==> config.mk <==
export PLATFORM = sky130hd
export DESIGN_NAME = blink_sched
export DESIGN_NICKNAME = d
export VERILOG_FILES = /design/src/rtl/lock_pkg.sv /design/src/rtl/blink_arb.sv /design/src/rtl/blink_sched.sv
export SDC_FILE = /design/constraint.sdc
export NUM_CORES = 1
export LEC_CHECK = 0
export CORE_MARGIN = 3
export CORE_UTILIZATION = 45
export DETAILED_ROUTE_END_ITERATION = 12
export GPL_TIMING_DRIVEN = 0
export PLACE_DENSITY = 0.76
export RECOVER_POWER = 25
export SYNTH_ARGS = -nofsm -noshare
export SYNTH_HDL_FRONTEND = slang
export SYNTH_SLANG_ARGS = --single-unit
export TNS_END_PERCENT = 5
==> constraint.sdc <==
create_clock -name CLK -period 2.2 [get_ports CLK]
set_input_delay 0.44 -clock CLK [delete_from_list [all_inputs] [get_ports CLK]]
set_output_delay 0.44 -clock CLK [all_outputs]
set_load 0.01 [all_outputs]
==> src/rtl/lock_pkg.sv <==
// ============================================================================
// lock_pkg : shared widths, LED-select codes and blink scheduler FSM states
// Rev 1.0
// ============================================================================
`default_nettype none

package lock_pkg;

    localparam int T_W_DEF = 5;
    localparam int R_W_DEF = 3;

    localparam logic [1:0] LSEL_NONE = 2'd0;
    localparam logic [1:0] LSEL_1    = 2'd1;
    localparam logic [1:0] LSEL_2    = 2'd2;
    localparam logic [1:0] LSEL_3    = 2'd3;

    typedef enum logic [1:0] {
        BS_IDLE   = 2'd0,
        BS_LOAD   = 2'd1,
        BS_RUN    = 2'd2,
        BS_FINISH = 2'd3
    } bs_state_e;

    function automatic logic [2:0] sel_to_ovr(input logic [1:0] sel);
        case (sel)
            LSEL_NONE: return 3'b000;
            LSEL_1:    return 3'b001;
            LSEL_2:    return 3'b010;
            LSEL_3:    return 3'b100;
            default:   return 3'b000;
        endcase
    endfunction

endpackage

`default_nettype wire

==> src/rtl/blink_arb.sv <==
// ============================================================================
// blink_arb : one-hot grant over the pending vector; round-robin pointer is
// built only when BLINK_SCHED_RR_EN is defined, else fixed lowest-index wins.
// Rev 1.0
// ============================================================================
`default_nettype none

module blink_arb #(
    parameter int N_REQ = 3
) (
`ifdef BLINK_SCHED_RR_EN
    input  logic             clk,
    input  logic             rst,
    input  logic             upd_i,
`endif
    input  logic [N_REQ-1:0] pend_i,
    output logic [N_REQ-1:0] gnt_o
);

`ifdef BLINK_SCHED_RR_EN
    localparam int PW = (N_REQ > 1) ? $clog2(N_REQ) : 1;

    // Pointer holds the index after the last granted requester.
    logic [PW-1:0] ptr_q;

    always_comb begin
        int   idx;
        logic found;
        gnt_o = '0;
        found = 1'b0;
        for (int k = 0; k < N_REQ; k++) begin
            idx = int'(ptr_q) + k;
            if (idx >= N_REQ) idx = idx - N_REQ;
            if (!found && pend_i[idx]) begin
                gnt_o[idx] = 1'b1;
                found      = 1'b1;
            end
        end
    end

    always_ff @(posedge clk or posedge rst) begin
        if (rst) begin
            ptr_q <= '0;
        end else if (upd_i) begin
            for (int k = 0; k < N_REQ; k++) begin
                if (gnt_o[k]) ptr_q <= (k == N_REQ - 1) ? '0 : PW'(k + 1);
            end
        end
    end
`else
    assign gnt_o = pend_i & (~pend_i + 1'b1);
`endif

endmodule

`default_nettype wire

==> src/rtl/blink_sched.sv <==
// ============================================================================
// blink_sched : shares one blink engine among N_REQ requesters, one pending
// pattern each. Option macro: BLINK_SCHED_RR_EN (round-robin arbitration).
// Rev 1.0
// ============================================================================
`default_nettype none

module blink_sched
    import lock_pkg::*;
#(
    parameter int N_REQ = 3,
    parameter int T_W   = T_W_DEF,
    parameter int R_W   = R_W_DEF
) (
    input  logic               CLK,
    input  logic               RST,
    input  logic [N_REQ-1:0]   REQ,
    input  logic [N_REQ*T_W-1:0] PAT_ON,
    input  logic [N_REQ*T_W-1:0] PAT_OFF,
    input  logic [N_REQ*R_W-1:0] PAT_REP,
    input  logic [N_REQ*2-1:0] PAT_SEL,
    input  logic               CANCEL,
    output logic [N_REQ-1:0]   DONE,
    output logic [N_REQ-1:0]   ACTIVE,
    output logic               BUSY,
    output logic               B_RST,
    output logic               B_GO,
    output logic [T_W-1:0]     B_ON,
    output logic [T_W-1:0]     B_OFF,
    output logic [R_W-1:0]     B_REP,
    input  logic               B_DONE,
    input  logic               B_LED,
    output logic [2:0]         LED_OVR,
    output logic [2:0]         LED_VAL
);

    localparam int IW = (N_REQ > 1) ? $clog2(N_REQ) : 1;

    bs_state_e        state_q;
    logic [N_REQ-1:0] pending_q;
    logic [T_W-1:0]   on_q  [N_REQ];
    logic [T_W-1:0]   off_q [N_REQ];
    logic [R_W-1:0]   rep_q [N_REQ];
    logic [1:0]       sel_q [N_REQ];

    logic [N_REQ-1:0] done_q;
    logic [N_REQ-1:0] active_q;
    logic             busy_q;
    logic             b_rst_q;
    logic             b_go_q;
    logic [T_W-1:0]   b_on_q;
    logic [T_W-1:0]   b_off_q;
    logic [R_W-1:0]   b_rep_q;
    logic [2:0]       led_ovr_q;

    logic [N_REQ-1:0] w_gnt;
    logic [N_REQ-1:0] w_clr;
    logic [IW-1:0]    w_gidx;
    logic             w_grant;

    assign w_grant = (state_q == BS_IDLE) && (|pending_q) && !CANCEL;
    assign w_clr   = w_gnt & {N_REQ{w_grant}};

    blink_arb #(
        .N_REQ (N_REQ)
    ) u_arb (
`ifdef BLINK_SCHED_RR_EN
        .clk    (CLK),
        .rst    (RST),
        .upd_i  (w_grant),
`endif
        .pend_i (pending_q),
        .gnt_o  (w_gnt)
    );

    always_comb begin
        w_gidx = '0;
        for (int i = 0; i < N_REQ; i++) begin
            if (w_gnt[i]) w_gidx = IW'(i);
        end
    end

    // A REQ landing in the grant cycle re-pends rather than being lost.
    always_ff @(posedge CLK or posedge RST) begin
        if (RST) begin
            pending_q <= '0;
            for (int i = 0; i < N_REQ; i++) begin
                on_q[i]  <= '0;
                off_q[i] <= '0;
                rep_q[i] <= '0;
                sel_q[i] <= '0;
            end
        end else begin
            for (int i = 0; i < N_REQ; i++) begin
                if (REQ[i]) begin
                    on_q[i]  <= PAT_ON[i*T_W +: T_W];
                    off_q[i] <= PAT_OFF[i*T_W +: T_W];
                    rep_q[i] <= PAT_REP[i*R_W +: R_W];
                    sel_q[i] <= PAT_SEL[i*2 +: 2];
                end
            end
            if (CANCEL) pending_q <= '0;
            else        pending_q <= (pending_q & ~w_clr) | REQ;
        end
    end

    always_ff @(posedge CLK or posedge RST) begin
        if (RST) begin
            state_q   <= BS_IDLE;
            done_q    <= '0;
            active_q  <= '0;
            busy_q    <= 1'b0;
            b_rst_q   <= 1'b0;
            b_go_q    <= 1'b0;
            b_on_q    <= '0;
            b_off_q   <= '0;
            b_rep_q   <= '0;
            led_ovr_q <= '0;
        end else begin
            done_q <= '0;
            if (CANCEL) begin
                state_q   <= BS_IDLE;
                active_q  <= '0;
                busy_q    <= 1'b0;
                b_rst_q   <= 1'b0;
                b_go_q    <= 1'b0;
                led_ovr_q <= '0;
            end else begin
                case (state_q)
                    BS_IDLE: begin
                        if (|pending_q) begin
                            state_q   <= BS_LOAD;
                            active_q  <= w_gnt;
                            busy_q    <= 1'b1;
                            b_rst_q   <= 1'b1;
                            b_on_q    <= on_q[w_gidx];
                            b_off_q   <= off_q[w_gidx];
                            b_rep_q   <= rep_q[w_gidx];
                            led_ovr_q <= sel_to_ovr(sel_q[w_gidx]);
                        end
                    end
                    BS_LOAD: begin
                        b_rst_q <= 1'b0;
                        if (b_rep_q == '0) begin
                            state_q   <= BS_FINISH;
                            done_q    <= active_q;
                            led_ovr_q <= '0;
                        end else begin
                            state_q <= BS_RUN;
                            b_go_q  <= 1'b1;
                        end
                    end
                    BS_RUN: begin
                        if (B_DONE) begin
                            state_q   <= BS_FINISH;
                            done_q    <= active_q;
                            b_go_q    <= 1'b0;
                            led_ovr_q <= '0;
                        end
                    end
                    BS_FINISH: begin
                        state_q  <= BS_IDLE;
                        active_q <= '0;
                        busy_q   <= 1'b0;
                    end
                    default: state_q <= BS_IDLE;
                endcase
            end
        end
    end

    assign DONE    = done_q;
    assign ACTIVE  = active_q;
    assign BUSY    = busy_q;
    assign B_RST   = b_rst_q;
    assign B_GO    = b_go_q;
    assign B_ON    = b_on_q;
    assign B_OFF   = b_off_q;
    assign B_REP   = b_rep_q;
    assign LED_OVR = led_ovr_q;
    assign LED_VAL = led_ovr_q & {3{B_LED}};

endmodule

`default_nettype wire

; After elaboration in Yosys (flattened, before gate mapping)
; Index checks and enable logic that the tools add are counted.
[totals]
ff_bits = 75
inputBits = 53
output_inout_bits = 28
elab_cells = 103
[op_classes]
addsub = 1
order_cmp = 1
eq_ne = 10
n_mux = 42
n_bitwise = 9
n_reduce_logical = 17
[op_table]
columns = op, n
row1 = 3-bit two-way mux, 12
row2 = 5-bit binary-select mux with 2-bit select, 2
row3 = 5-bit two-way mux, 4
row4 = 3-bit bitwise AND, 4
row5 = 2-bit two-way mux, 6
row6 = 3-bit case mux with 2 select lines, 2
row7 = 3-bit case mux with 4 select lines, 1
row8 = 3-bit inequality test (second input constant), 3
row9 = 3-bit case mux with 3 select lines, 1
row10 = 3-bit nonzero test, 3
row11 = 2-bit equality test (second input constant), 4
row12 = 1-bit two-way mux, 8
row13 = 2-bit case mux with 4 select lines, 1
row14 = 3-bit binary-select mux with 2-bit select, 1
row15 = 3-bit inverter, 2
row16 = 1-bit case mux with 2 select lines, 3
row17 = 2-bit AND reduction, 3
row18 = 3-bit AND reduction, 2
row19 = 2-bit binary-select mux with 2-bit select, 1
row20 = 2-bit by 1-bit equality test with 1-bit output (second input constant), 2
row21 = 2-bit zero test, 2
row22 = 4-bit AND reduction, 1
row23 = 4-bit nonzero test, 1
row24 = 3-bit by 1-bit adder with 3-bit output (second input constant), 1
row25 = 9 further kinds, 10

; Depth between registers and ports, before layout
; Gate-level depths: netlist of run 1.
[logic_depth]
depth_word = 14
depth_mapped = 7

; Cells and area by module
; A second synthesis of run 1 with hierarchy kept.
[hier_totals]
cells_unflattened = 280
area_unflattened_um2 = 3333.2
[modules_own_cells]
columns = module, n_inst, cells_per_inst, area_per_inst_um2, seq_area_each_um2
row1 = blink_sched, 1, 277, 3306.9, 1876.8
row2 = blink_arb, 1, 3, 26.3, 0.0

; Least setup slack after synthesis of run 1
; OpenSTA, ideal clock, no wires.
[synth_timing]
kind = register -> register
start = reg state_q[0]
end = reg b_off_q[0], in the netlist B_OFF[0]
setup_time_ps = 125
t_arrival_ps = 1670
required_time_ps = 2075
setup_slack_ps = 405
stages_incl_launch_ff = 7
period_less_slack_ps = 1795
cell_sequence = dfrtp_1 -> inv_1 -> ha_1 -> nand2b_1 -> nor2_1 -> buf_2 -> mux2_2
[synth_between]
elab_chain_len = 2
[synth_lines]
columns = element, line
row1 = "start, declared", blink_sched.sv:39  ; bs_state_e state_q;
row2 = "start signal, assigned", blink_sched.sv:109  ; state_q <= BS_IDLE;
row3 = "start signal, assigned", blink_sched.sv:122  ; state_q <= BS_IDLE;
row4 = "start signal, assigned", blink_sched.sv:132  ; state_q <= BS_LOAD;
row5 = 2-bit zero test, blink_sched.sv:129  ; case (state_q)
row6 = 3-bit AND reduction (no source line), --
row7 = "end signal, assigned", blink_sched.sv:137  ; b_off_q <= off_q[w_gidx];
row8 = "end, declared", blink_sched.sv:52  ; logic [T_W-1:0] b_off_q;
; Every way passes these cells.
; A chain may end at the register's enable or synchronous reset.

; Worst setup path in the final report of run 1
[layout_timing]
start = reg state_q[1]
end = reg b_rep_q[1], in the netlist B_REP[1]
[layout_between]
elab_chain_len = 2
[layout_lines]
columns = element, line
row1 = 2-bit zero test, blink_sched.sv:129
row2 = 3-bit AND reduction (no source line), --
row3 = "end signal, assigned", blink_sched.sv:138  ; b_rep_q <= rep_q[w_gidx];
row4 = "end, declared", blink_sched.sv:53  ; logic [R_W-1:0] b_rep_q;
; Every way passes these cells.

==> results by group, run 1 <==
Setup path
  – CP top delay family: flip-flops
  – Worst path max stage delay: 0.44 ns
  – Worst setup EP type: register
  – Critical Path AT: 2.25 ns
  – Bufs and invs on worst path: 2
  – CP cell instances: inv_1 > ha_2 > nand2b_1 > nor2_2 > clkbuf_4 > mux2_2
  – CP required: 2.43 ns
  – CP Max Fanout: 10
  – CP Launch Type: register
  – Setup CP Type: reg -> reg
  – CP max stage cell: dfrtp_1

Route
  – Initial DRC count: 189
  – DRT Pass-1 Iters: 4
  – Drt total wl: 7830 um
  – Drc violations: 0
  – Vias after detailed routing: 2,489
  – Avg WL per Cell: 16.6 um
  – Vias per cell: 5.30
  – Antenna-violating nets left: 0

Yosys
  – Share of the synthesized area in the top cell type: 55.6%
  – Avg Cell Area, Syn: 12.1 um^2
  – Netlist Area Pre-Place: 3380 um^2
  – Number of synthesized flops with an enable pin: 0
  – Synthesized net count: 337
  – Mapped Cells: 280
  – Yosys warning total: 0
  – Synth unique cells: 38
  – Synth area leader: dfrtp_1
  – Area contributors post-synth: dfrtp_1 (56%), mux2_2 (20%), nand2_1 (3.3%)
  – Synth Flop Type: dfrtp_1
  – Post-synthesis async set-or-reset flop share: 100%
  – Register area share after synthesis: 55.6%
  – #FFs+latches synth: 75

Hold path
  – Hold crit path type: reg -> reg

Die
  – Total core area: 7020 um^2
  – Initial Utilization: 48.1%
  – Die width: 92.6 um
  – Die ar.: 8580 um^2
  – Num rows: 30
  – Num ports: 81
  – Die H: 92.6 um

Clock tree
  – Later-pin clock latency in the skew report: 0.34 ns
  – CTS Buffer Depth: 2
  – CTS Buf Count: 9
  – Root Driver: clkbuf_8
  – Clock transition at the registers of the reported paths: 0.08 ns
  – CTS Hold Bufs: 0
  – Htree depth: 3
  – Setup repair bufs after CTS: 0
  – CTS tree: yes
  – Clock sinks: 75

Timing
  – Highest Clock Rate: 0.494 GHz
  – Fin crit share: 92.0%
  – WHS: 0.487 ns
  – Clock skew: 0.00547 ns
  – Final setup viols: 0
  – Worst-Margin Slew: 0.863 ns
  – Setup TNS: 0 ns
  – Hold Fails Final Rpt: 0
  – Max-slew violation count: 0
  – Slew HR: 42.3%
  – RSZ-0062 raised after global routing: no
  – Final Critical Period: 2.02 ns

Flow run
  – Max-cap violations: 0

Placement
  – GPL Wtd Cong: 0.867
  – DPL Wire Length: 5530 um
  – I/O Buffers: 77

Cells and area
  – Nets@finish: 426
  – Commonest non-fill, non-tap cell in the layout: clkdlybuf4s50_1
  – Share of layout cells above drive strength 1: 25.7%
  – Ant. Diodes: 0
  – Synth-to-Final Area Change: 34.6%
  – Most frequent cells in the layout: clkdlybuf4s50_1 (76), dfrtp_1 (75), mux2_2 (59)

GRT
  – Gr usage total: 19.1%
  – Initial antenna violation count: 0
  – First-pass GRT wire length: 12,700 um
  – Grt ovf: 0
  – Vias in the first global route: 2,557
  – Pin count of the biggest net entering global routing: 39

Status
  – Outcome: finished, final reports clean

Power and ir drop
  – Total chip power: 0.00454 W
  – PD cells: 999 nW/um^2
  – Max VDD drop: 484 uV
  – Leakage power: 1.92 nW
[layout make-up]
cell class | count | area (um^2)
tap | 96 | 120
fill | 570 | 2470
timing repair buffer | 78 | 791
inverter | 9 | 37.5
multi-input combinational | 181 | 1390
buffer | 15 | 86.3
clock inverter | 3 | 67.6
sequential | 75 | 1880
clock buffer | 13 | 179
[sequential cells by signal, summed over array words and instances (netlist names), 5 cells and up]
| register | count |
|---|---|
| B_OFF | 5 |
| B_ON | 5 |
| off_q | 15 |
| on_q | 15 |
| rep_q | 9 |
| sel_q | 6 |
[cells in the mapped netlist, drive strengths merged (3+ instances only)]
cell and n:
dfrtp 75, ha 4, buf 8, inv 9
nand2 30, a21oi 7, clkbuf 7, nor2 20
o211ai 3, nor3 4, and2 6, mux2 59
o21ai 7, nand2b 4, nand3b 3, a31oi 13
[power by group]
group          internal, W  total (W)  leakage, nW  switching [W]
clock             0.000763    0.00127        0.122       0.000505
sequential         0.00165    0.00185        0.907       0.000195
combinational     0.000805    0.00142        0.889       0.000618
[through the flow]
stage	area [um^2]	setup slack, ns	cells	util [%]
floorplan	3380	0.405	280	-
global placement	4270	-0.222	453	60.9
detailed placement	4290	-0.204	454	61.1
CTS	4540	0.0771	470	64.7
global route	4550	0.0820	470	64.8
finish	4550	0.175	470	64.8
[path summary, 6_finish.rpt]
path                       startpoint        to  slack, ns  cells after the start
max                        state_q[1]  B_REP[1]       0.18                      6
min                              BUSY      BUSY       0.49                      1
max reg2reg                state_q[1]  B_REP[1]       0.18                      6
min reg2reg                      BUSY      BUSY       0.49                      1
max in group asynchronous         RST   on_q[9]       0.80                      3
min in group asynchronous         RST   on_q[2]       0.74                      2
[layer usage]
metal | GRT usage [%] | wire (um)
met1 | 24.5 | 3450
met2 | 31.8 | 3840
met3 | 3.41 | 371
met4 | 8.42 | 167
met5 | 0 | 0
[cell families (layout without fill, tap and decap cells)]
| logic type | count (synthesis) | after routing | share of synthesized area [%] |
|---|---|---|---|
| compound gates | 41 | 41 | 7.97 |
| mux | 60 | 60 | 20.0 |
| flops | 75 | 75 | 55.6 |
| fa+ha+maj | 4 | 4 | 1.48 |
| simple gates | 76 | 76 | 11.5 |
| buf+inv | 24 | 118 | 3.48 |
[repair_timing]
item / 4_1_cts / 5_1_grt
endpoints found under the hold margin: 0 / 0
pin swaps: 0 / 0
endpoints found under the setup margin: 10 / 10
gates resized for setup: 1 / 2
gates cloned: 0 / 0
No activity file was read; power rests on OpenSTA's default activity.
==> run 2: changes to the inputs <==
Settings changed: ABC_AREA from default to 1.
==> results by group, run 2 <==
Status
  – Outcome: finished, final reports clean

GRT
  – Vias in the first global route: 3,029 (+18%)
  – Grt ovf: 0 (unchanged)
  – Pin count of the biggest net entering global routing: 39 (unchanged)
  – Initial antenna violation count: 0 (unchanged)
  – First-pass GRT wire length: 13,700 um (+8.3%)
  – Gr usage total: 20.2% (+1.1 points)

Yosys
  – Area contributors post-synth: dfrtp_1 (55%), nand2_1 (17%), inv_1 (5.0%)
  – Avg Cell Area, Syn: 8.10 um^2 (-33%)
  – Synth Flop Type: dfrtp_1
  – Count leader, synth: nand2_1
  – Synthesized net count: 480 (+42%)
  – Register area share after synthesis: 54.8% (-0.79 points)
  – Top post-synthesis cells by count: nand2_1 (157), dfrtp_1 (75), inv_1 (46), o21ai_0 (29), o21ai_1 (23)
  – Largest family of logic cells by synthesized area: simple AND/OR/NAND/NOR gates
  – Synth Area in Compound Gates: 11.9% (+4.0 points)
  – Yosys warning total: 0 (unchanged)
  – Number of synthesized flops with an enable pin: 0 (unchanged)
  – Share of the synthesized area in the top cell type: 54.8% (-0.79 points)
  – Synth unique cells: 25 (-34%)
  – Multiplexer share of the synthesized area: 0% (-20 points)
  – Synth Area in Simple Gates: 23.5% (+12 points)
  – Mapped Cells: 423 (+51%)
  – Synth Area in Adders: 1.46% (-0.021 points)
  – Synth area leader: dfrtp_1
  – #FFs+latches synth: 75 (unchanged)
  – Post-synthesis async set-or-reset flop share: 100% (unchanged)
  – Xor/xnor share of the synthesized area: 0% (unchanged)
  – Netlist Area Pre-Place: 3430 um^2 (+1.4%)

Clock tree
  – Setup repair bufs after CTS: 0 (unchanged)
  – CTS Hold Bufs: 0 (unchanged)
  – CTS tree: yes
  – Later-pin clock latency in the skew report: 0.36 ns (+0.02 ns)
  – Htree depth: 3 (unchanged)
  – CTS Buffer Depth: 2 (unchanged)
  – Post-CTS Resized: 0 (-1)
  – CTS Buf Count: 9 (unchanged)
  – Clock sinks: 75 (unchanged)
  – Root Driver: clkbuf_8
  – Clock transition at the registers of the reported paths: 0.08 ns (about the same)

Timing
  – Setup TNS: 0 ns (unchanged)
  – Final setup viols: 0 (unchanged)
  – Final Critical Period: 2.03 ns (+0.00550 ns)
  – Highest Clock Rate: 0.493 GHz (-0.27%)
  – Fin crit share: 92.3% (+0.25 points)
  – Max-slew violation count: 0 (unchanged)
  – Worst-Margin Slew: 0.841 ns (-0.0223 ns)
  – RSZ-0062 raised after global routing: no
  – Slew HR: 43.8% (+1.5 points)
  – Hold Fails Final Rpt: 0 (unchanged)
  – Clock skew: 0.00676 ns (+0.00129 ns)

Cells and area
  – Synth-to-Final Area Change: 32.4%
  – Nets@finish: 568 (+33%)
  – Most frequent cells in the layout: nand2_1 (157), dfrtp_1 (75), clkdlybuf4s50_1 (66)
  – Final cell count without fillers: 615 (+31%)
  – Ant. Diodes: 0 (unchanged)
  – Share of layout cells above drive strength 1: 7.17% (-18 points)
  – Regs by FF count: off_q x15, on_q x15, rep_q x9
  – Commonest non-fill, non-tap cell in the layout: nand2_1

Route
  – Drt total wl: 8120 um (+3.8%)
  – Vias after detailed routing: 3,007 (+21%)
  – Routed wl met2: 3960 um (+3.3%)
  – Metal1 wirelength: 3610 um (+4.5%)
  – Top routing layer in use: met4
  – Drc violations: 0 (unchanged)
  – Vias per cell: 4.89 (-7.7%)
  – Met3 WL: 412 um (+11%)
  – Avg WL per Cell: 13.2 um (-21%)
  – DRT Pass-1 Iters: 4 (unchanged)
  – Initial DRC count: 171 (-9.5%)
  – Antenna-violating nets left: 0 (unchanged)

Setup path
  – Worst setup EP type: output pin
  – Worst path max stage delay: 0.52 ns (+0.08 ns)
  – Setup CP Type: in -> out
  – CP Max Fanout: 3 (-7)
  – CP top delay family: buffers and inverters
  – Bufs and invs on worst path: 3 (+1)
  – CP Launch Type: input pin
  – CP cell instances: clkdlybuf4s50_1 > nand2_1 > inv_1 > clkdlybuf4s50_1
  – Critical Path AT: 1.59 ns (-0.66 ns)
  – Most frequent cell on the critical path: clkdlybuf4s50_1
  – CP max stage cell: clkdlybuf4s50_1
  – CP required: 1.76 ns (-0.67 ns)

Placement
  – I/O Buffers: 76 (-1.3%)
  – GPL Wtd Cong: 0.837 (-3.4%)
  – DPL Wire Length: 6130 um (+11%)
  – Dpl cells: 599 (+32%)

Power and ir drop
  – Switching part of the total: 33.2% (+4.2 points)
  – Leakage power: 2.24 nW (+17%)
  – Reg power frac: 42.8% (+2.1 points)
  – Max VDD drop: 680 uV (+40%)
  – Switching pwr: 0.00141 W (+6.9%)
  – PD cells: 936 nW/um^2 (-6.3%)
  – Clock power share: 25.7% (-2.2 points)
  – Combinational share of power: 31.4% (about the same)
  – P_int: 0.00283 W (-12%)

Die
  – Die width: 93.3 um (+0.67%)
  – Num ports: 81 (unchanged)
  – Initial Utilization: 46.7% (-1.4 points)
  – Total core area: 7330 um^2 (+4.4%)
  – Die ar.: 8700 um^2 (+1.3%)
  – Num rows: 31 (+3.3%)
  – Die H: 93.3 um (+0.67%)

Flow run
  – Max-cap violations: 0 (unchanged)

Hold path
  – Hold crit path type: in -> reg
[run 2: cell count changes in the layout (fill, tap and decap cells not counted), moves of 9 or more]
cell / before / now
nand2_1: 30 / 157
dlygate4sd3_1: 1 / 10
o21ai_0: 7 / 29
o21ai_1: 0 / 23
a31oi_1: 13 / 0
inv_1: 8 / 45
clkdlybuf4s50_1: 76 / 66
nand3_1: 0 / 12
mux2_2: 59 / 0
a21oi_1: 7 / 20
[run 2: cells by family (layout without fill, tap and decap cells)]
group,after synthesis,in the layout
simple gates,199,199
flops,75,75
compound gates,79,79
buf+inv,66,159
fa+ha+maj,4,4
[run 2: worst reg2reg max path: stages (launching register included)]
cell and delay (ns):
dfrtp_1 0.42, inv_1 0.13, ha_1 0.20, inv_1 0.09, nor2_2 0.15, nand2_4 0.11, buf_2 0.21, a21oi_1 0.16
a21oi_1 0.09
[run 2: stage by stage]
step	area [um^2]	setup WS, ns	utilization [%]	total power, W	hold slack (ns)
2_1_floorplan	3430	0.800	-	0.00253	0.442
3_3_place_gp	4310	0.0584	58.8	0.00314	0.456
3_5_place_dp	4330	0.171	59.1	0.00318	0.459
4_1_cts	4540	0.164	61.9	0.00427	0.326
5_1_grt	4540	0.104	61.9	0.00450	0.353
6_report	4540	0.170	61.9	0.00424	0.334
[run 2: cell type report]
type / instances / area (um^2)
sequential: 75 / 1880
fill: 637 / 2800
tap: 99 / 124
buffer: 17 / 97.6
clock inverter: 6 / 63.8
timing repair buffer: 77 / 781
clock buffer: 10 / 138
inverter: 49 / 190
multi-input combinational: 282 / 1260
[run 2: per-layer routing]
layer / up-vias / GRT usage (%)
li1: 1498 / -
met1: 1400 / 26.6
met2: 97 / 32.8
met3: 12 / 3.54
met4: 0 / 8.91
met5: - / 0
[run 2: final timing paths]
check,from,end,slack [ns],depth (start not counted)
max in group asynchronous,RST,B_ON[2],0.84,3
min,CANCEL,pending_q[2],0.33,2
max,B_LED,LED_VAL[2],0.17,4
max reg2reg,state_q[1],B_OFF[2],0.53,8
min reg2reg,on_q[14],on_q[14],0.47,2
min in group asynchronous,RST,ACTIVE[0],0.71,2
[run 2: power groups by stage]
stage	registers [W]	clock network [W]	logic, W
finish	0.00182	0.00109	0.00133
global route	0.00185	0.00115	0.00150
CTS	0.00182	0.00110	0.00135
detailed placement	0.00184	0	0.00134
global placement	0.00183	0	0.00131
floorplan	0.00188	0	0.000652
==> run 3: changes to the inputs <==
--- a/config.mk
+++ b/config.mk
@@ -7,5 +7,4 @@
 export LEC_CHECK = 0
 export ABC_AREA = 1
-export CORE_MARGIN = 3
 export CORE_UTILIZATION = 45
 export DETAILED_ROUTE_END_ITERATION = 12
@@ -13,4 +12,5 @@
 export PLACE_DENSITY = 0.76
 export RECOVER_POWER = 25
+export SLEW_MARGIN = 20
 export SYNTH_ARGS = -nofsm -noshare
 export SYNTH_HDL_FRONTEND = slang
==> constraint.sdc (replaced) <==
create_clock -name CLK -period 2.2 [get_ports CLK]
set_input_delay 0.44 -clock CLK [delete_from_list [all_inputs] [get_ports CLK]]
set_output_delay 0.44 -clock CLK [all_outputs]
set_load 0.02 [all_outputs]
==> results by group, run 3 (same netlist as run 2, synthesis figures left out) <==
Status
  – Outcome: finished, final reports clean

Power and ir drop
  – Clock power share: 28.4% (+2.7 points)
  – Reg power frac: 39.6% (-3.2 points)
  – Max VDD drop: 738 uV (+8.5%)
  – Switching part of the total: 32.9% (-0.34 points)
  – Leakage power: 2.29 nW (+2.0%)
  – Switching pwr: 0.00152 W (+7.5%)
  – P_int: 0.00309 W (+9.2%)
  – PD cells: 997 nW/um^2 (+6.6%)
  – Combinational share of power: 32.0% (+0.6 points)

Timing
  – Setup TNS: 0 ns (unchanged)
  – Max-slew violation count: 0 (unchanged)
  – WHS: 0.339 ns (+0.00525 ns)
  – Final Critical Period: 2.08 ns (+0.0503 ns)
  – Final setup viols: 0 (unchanged)
  – Fin crit share: 94.6% (+2.3 points)
  – Clock skew: 0.0102 ns (+0.00345 ns)
  – Worst-Margin Slew: 0.681 ns (-0.160 ns)
  – Slew HR: 54.4% (+11 points)
  – Hold Fails Final Rpt: 0 (unchanged)
  – Highest Clock Rate: 0.481 GHz (-2.4%)
  – Fin worst setup slack: 0.119 ns (-0.0503 ns)
  – RSZ-0062 raised after global routing: no

Clock tree
  – Post-CTS Resized: 0 (unchanged)
  – CTS Hold Bufs: 0 (unchanged)
  – CTS Buffer Depth: 2 (unchanged)
  – CTS Buf Count: 9 (unchanged)
  – Htree depth: 3 (unchanged)
  – Clock transition at the registers of the reported paths: 0.08 ns (about the same)
  – Clock sinks: 75 (unchanged)
  – CTS tree: yes
  – Later-pin clock latency in the skew report: 0.35 ns (about the same)
  – Root Driver: clkbuf_8
  – Setup repair bufs after CTS: 0 (unchanged)

GRT
  – Grt ovf: 0 (unchanged)
  – Initial antenna violation count: 0 (unchanged)
  – Gr usage total: 23.1% (+2.9 points)
  – Vias in the first global route: 2,987 (-1.4%)
  – Pin count of the biggest net entering global routing: 23 (-41%)
  – First-pass GRT wire length: 13,600 um (-1.1%)

Setup path
  – Setup CP Type: in -> out
  – CP required: 1.76 ns (about the same)
  – CP Launch Type: input pin
  – Worst R2R Path Depth: 8 (unchanged)
  – Worst setup EP type: output pin
  – CP Max Fanout: 3 (unchanged)
  – Critical Path AT: 1.64 ns (+0.05 ns)

Die
  – Num ports: 81 (unchanged)
  – Num rows: 31 (unchanged)
  – Total core area: 7290 um^2 (-0.53%)
  – Die width: 89.3 um (-4.3%)
  – Die H: 89.3 um (-4.3%)
  – Die ar.: 7970 um^2 (-8.4%)
  – Initial Utilization: 47.0% (+0.25 points)

Route
  – Drc violations: 0 (unchanged)
  – Vias per cell: 4.89 (+0.10%)
  – Drt total wl: 8250 um (+1.5%)
  – Antenna-violating nets left: 0 (unchanged)
  – Initial DRC count: 161 (-5.8%)
  – DRT Pass-1 Iters: 4 (unchanged)
  – Vias after detailed routing: 3,015 (+0.27%)
  – Avg WL per Cell: 13.4 um (+1.4%)

Flow run
  – Max-cap violations: 0 (unchanged)

Cells and area
  – Commonest non-fill, non-tap cell in the layout: nand2_1
  – Most frequent cells in the layout: nand2_1 (157), dfrtp_1 (75), clkdlybuf4s50_1 (60)
  – Finished Core Util: 63.4% (+1.5 points)
  – Ant. Diodes: 0 (unchanged)
  – Share of layout cells above drive strength 1: 7.35% (+0.18 points)
  – Synth-to-Final Area Change: 34.9%
  – Nets@finish: 570 (+0.35%)
  – Regs by FF count: off_q x15, on_q x15, rep_q x9

Placement
  – Dpl ws: 0.110 ns (-0.0610 ns)
  – I/O Buffers: 76 (unchanged)
  – DPL Wire Length: 6340 um (+3.5%)
  – GPL Wtd Cong: 0.799 (-4.6%)

Hold path
  – Hold Path Stages: 2 (unchanged)
  – Hold crit path type: in -> reg
==> run 3: cell count changes in the layout (fill, tap and decap cells not counted) <==
cell and change:
clkbuf_8 +1, dlygate4sd3_1 +6, clkinvlp_4 -2, clkbuf_2 +1, clkdlybuf4s50_1 -6, clkinv_2 -2
clkbuf_1 -1, buf_12 -1, inv_6 -1, buf_1 +1, bufinv_16 +2, buf_16 +2
clkinvlp_2 +1
==> run 3: final timing paths <==
check | end | slack (ns) | from
worst max register to register | B_OFF[2] | 0.57 | state_q[1]
worst min register to register | rep_q[7] | 0.48 | rep_q[7]
max in group asynchronous | sel_q[2] | 0.34 | RST
worst max-delay path | LED_VAL[2] | 0.12 | B_LED
worst min-delay path | pending_q[2] | 0.34 | CANCEL
min in group asynchronous | DONE[1] | 0.61 | RST
==> run 3: worst max-delay path: stages <==
cell and delay (ns):
clkdlybuf4s50_1 0.50, nand2_1 0.06, inv_1 0.05, clkdlybuf4s50_1 0.59
==> run 3: routing by layer <==
metal	vias up	share of wire, %	GRT usage, %
li1	1501	-	-
met1	1407	44	28.0
met2	90	49	40.5
met3	17	4.8	4.25
met4	0	2.2	9.96
met5	-	0	0
==> run 3: cell type report <==
type | instances | area, um^2
Clock inverter | 4 | 97.6
Multi-Input combinational cell | 282 | 1260
Tap cell | 99 | 124
Sequential cell | 75 | 1880
Timing Repair Buffer | 79 | 821
Buffer | 17 | 97.6
Fill cell | 661 | 2670
Inverter | 49 | 188
Clock buffer | 11 | 151
==> run 3: metrics by stage <==
stage	power (W)	std cells	area [um^2]
global route	0.00485	616	4620
CTS	0.00465	616	4650
detailed placement	0.00333	601	4400
finish	0.00461	616	4620
floorplan	0.00266	423	3430
global placement	0.00328	598	4310
==> run 3: power groups by stage <==
stage               logic [W]  clock network [W]  registers [W]
floorplan            0.000658                  0        0.00200
global placement      0.00144                  0        0.00184
detailed placement    0.00149                  0        0.00184
CTS                   0.00150            0.00133        0.00182
global route          0.00163            0.00138        0.00185
finish                0.00148            0.00131        0.00183
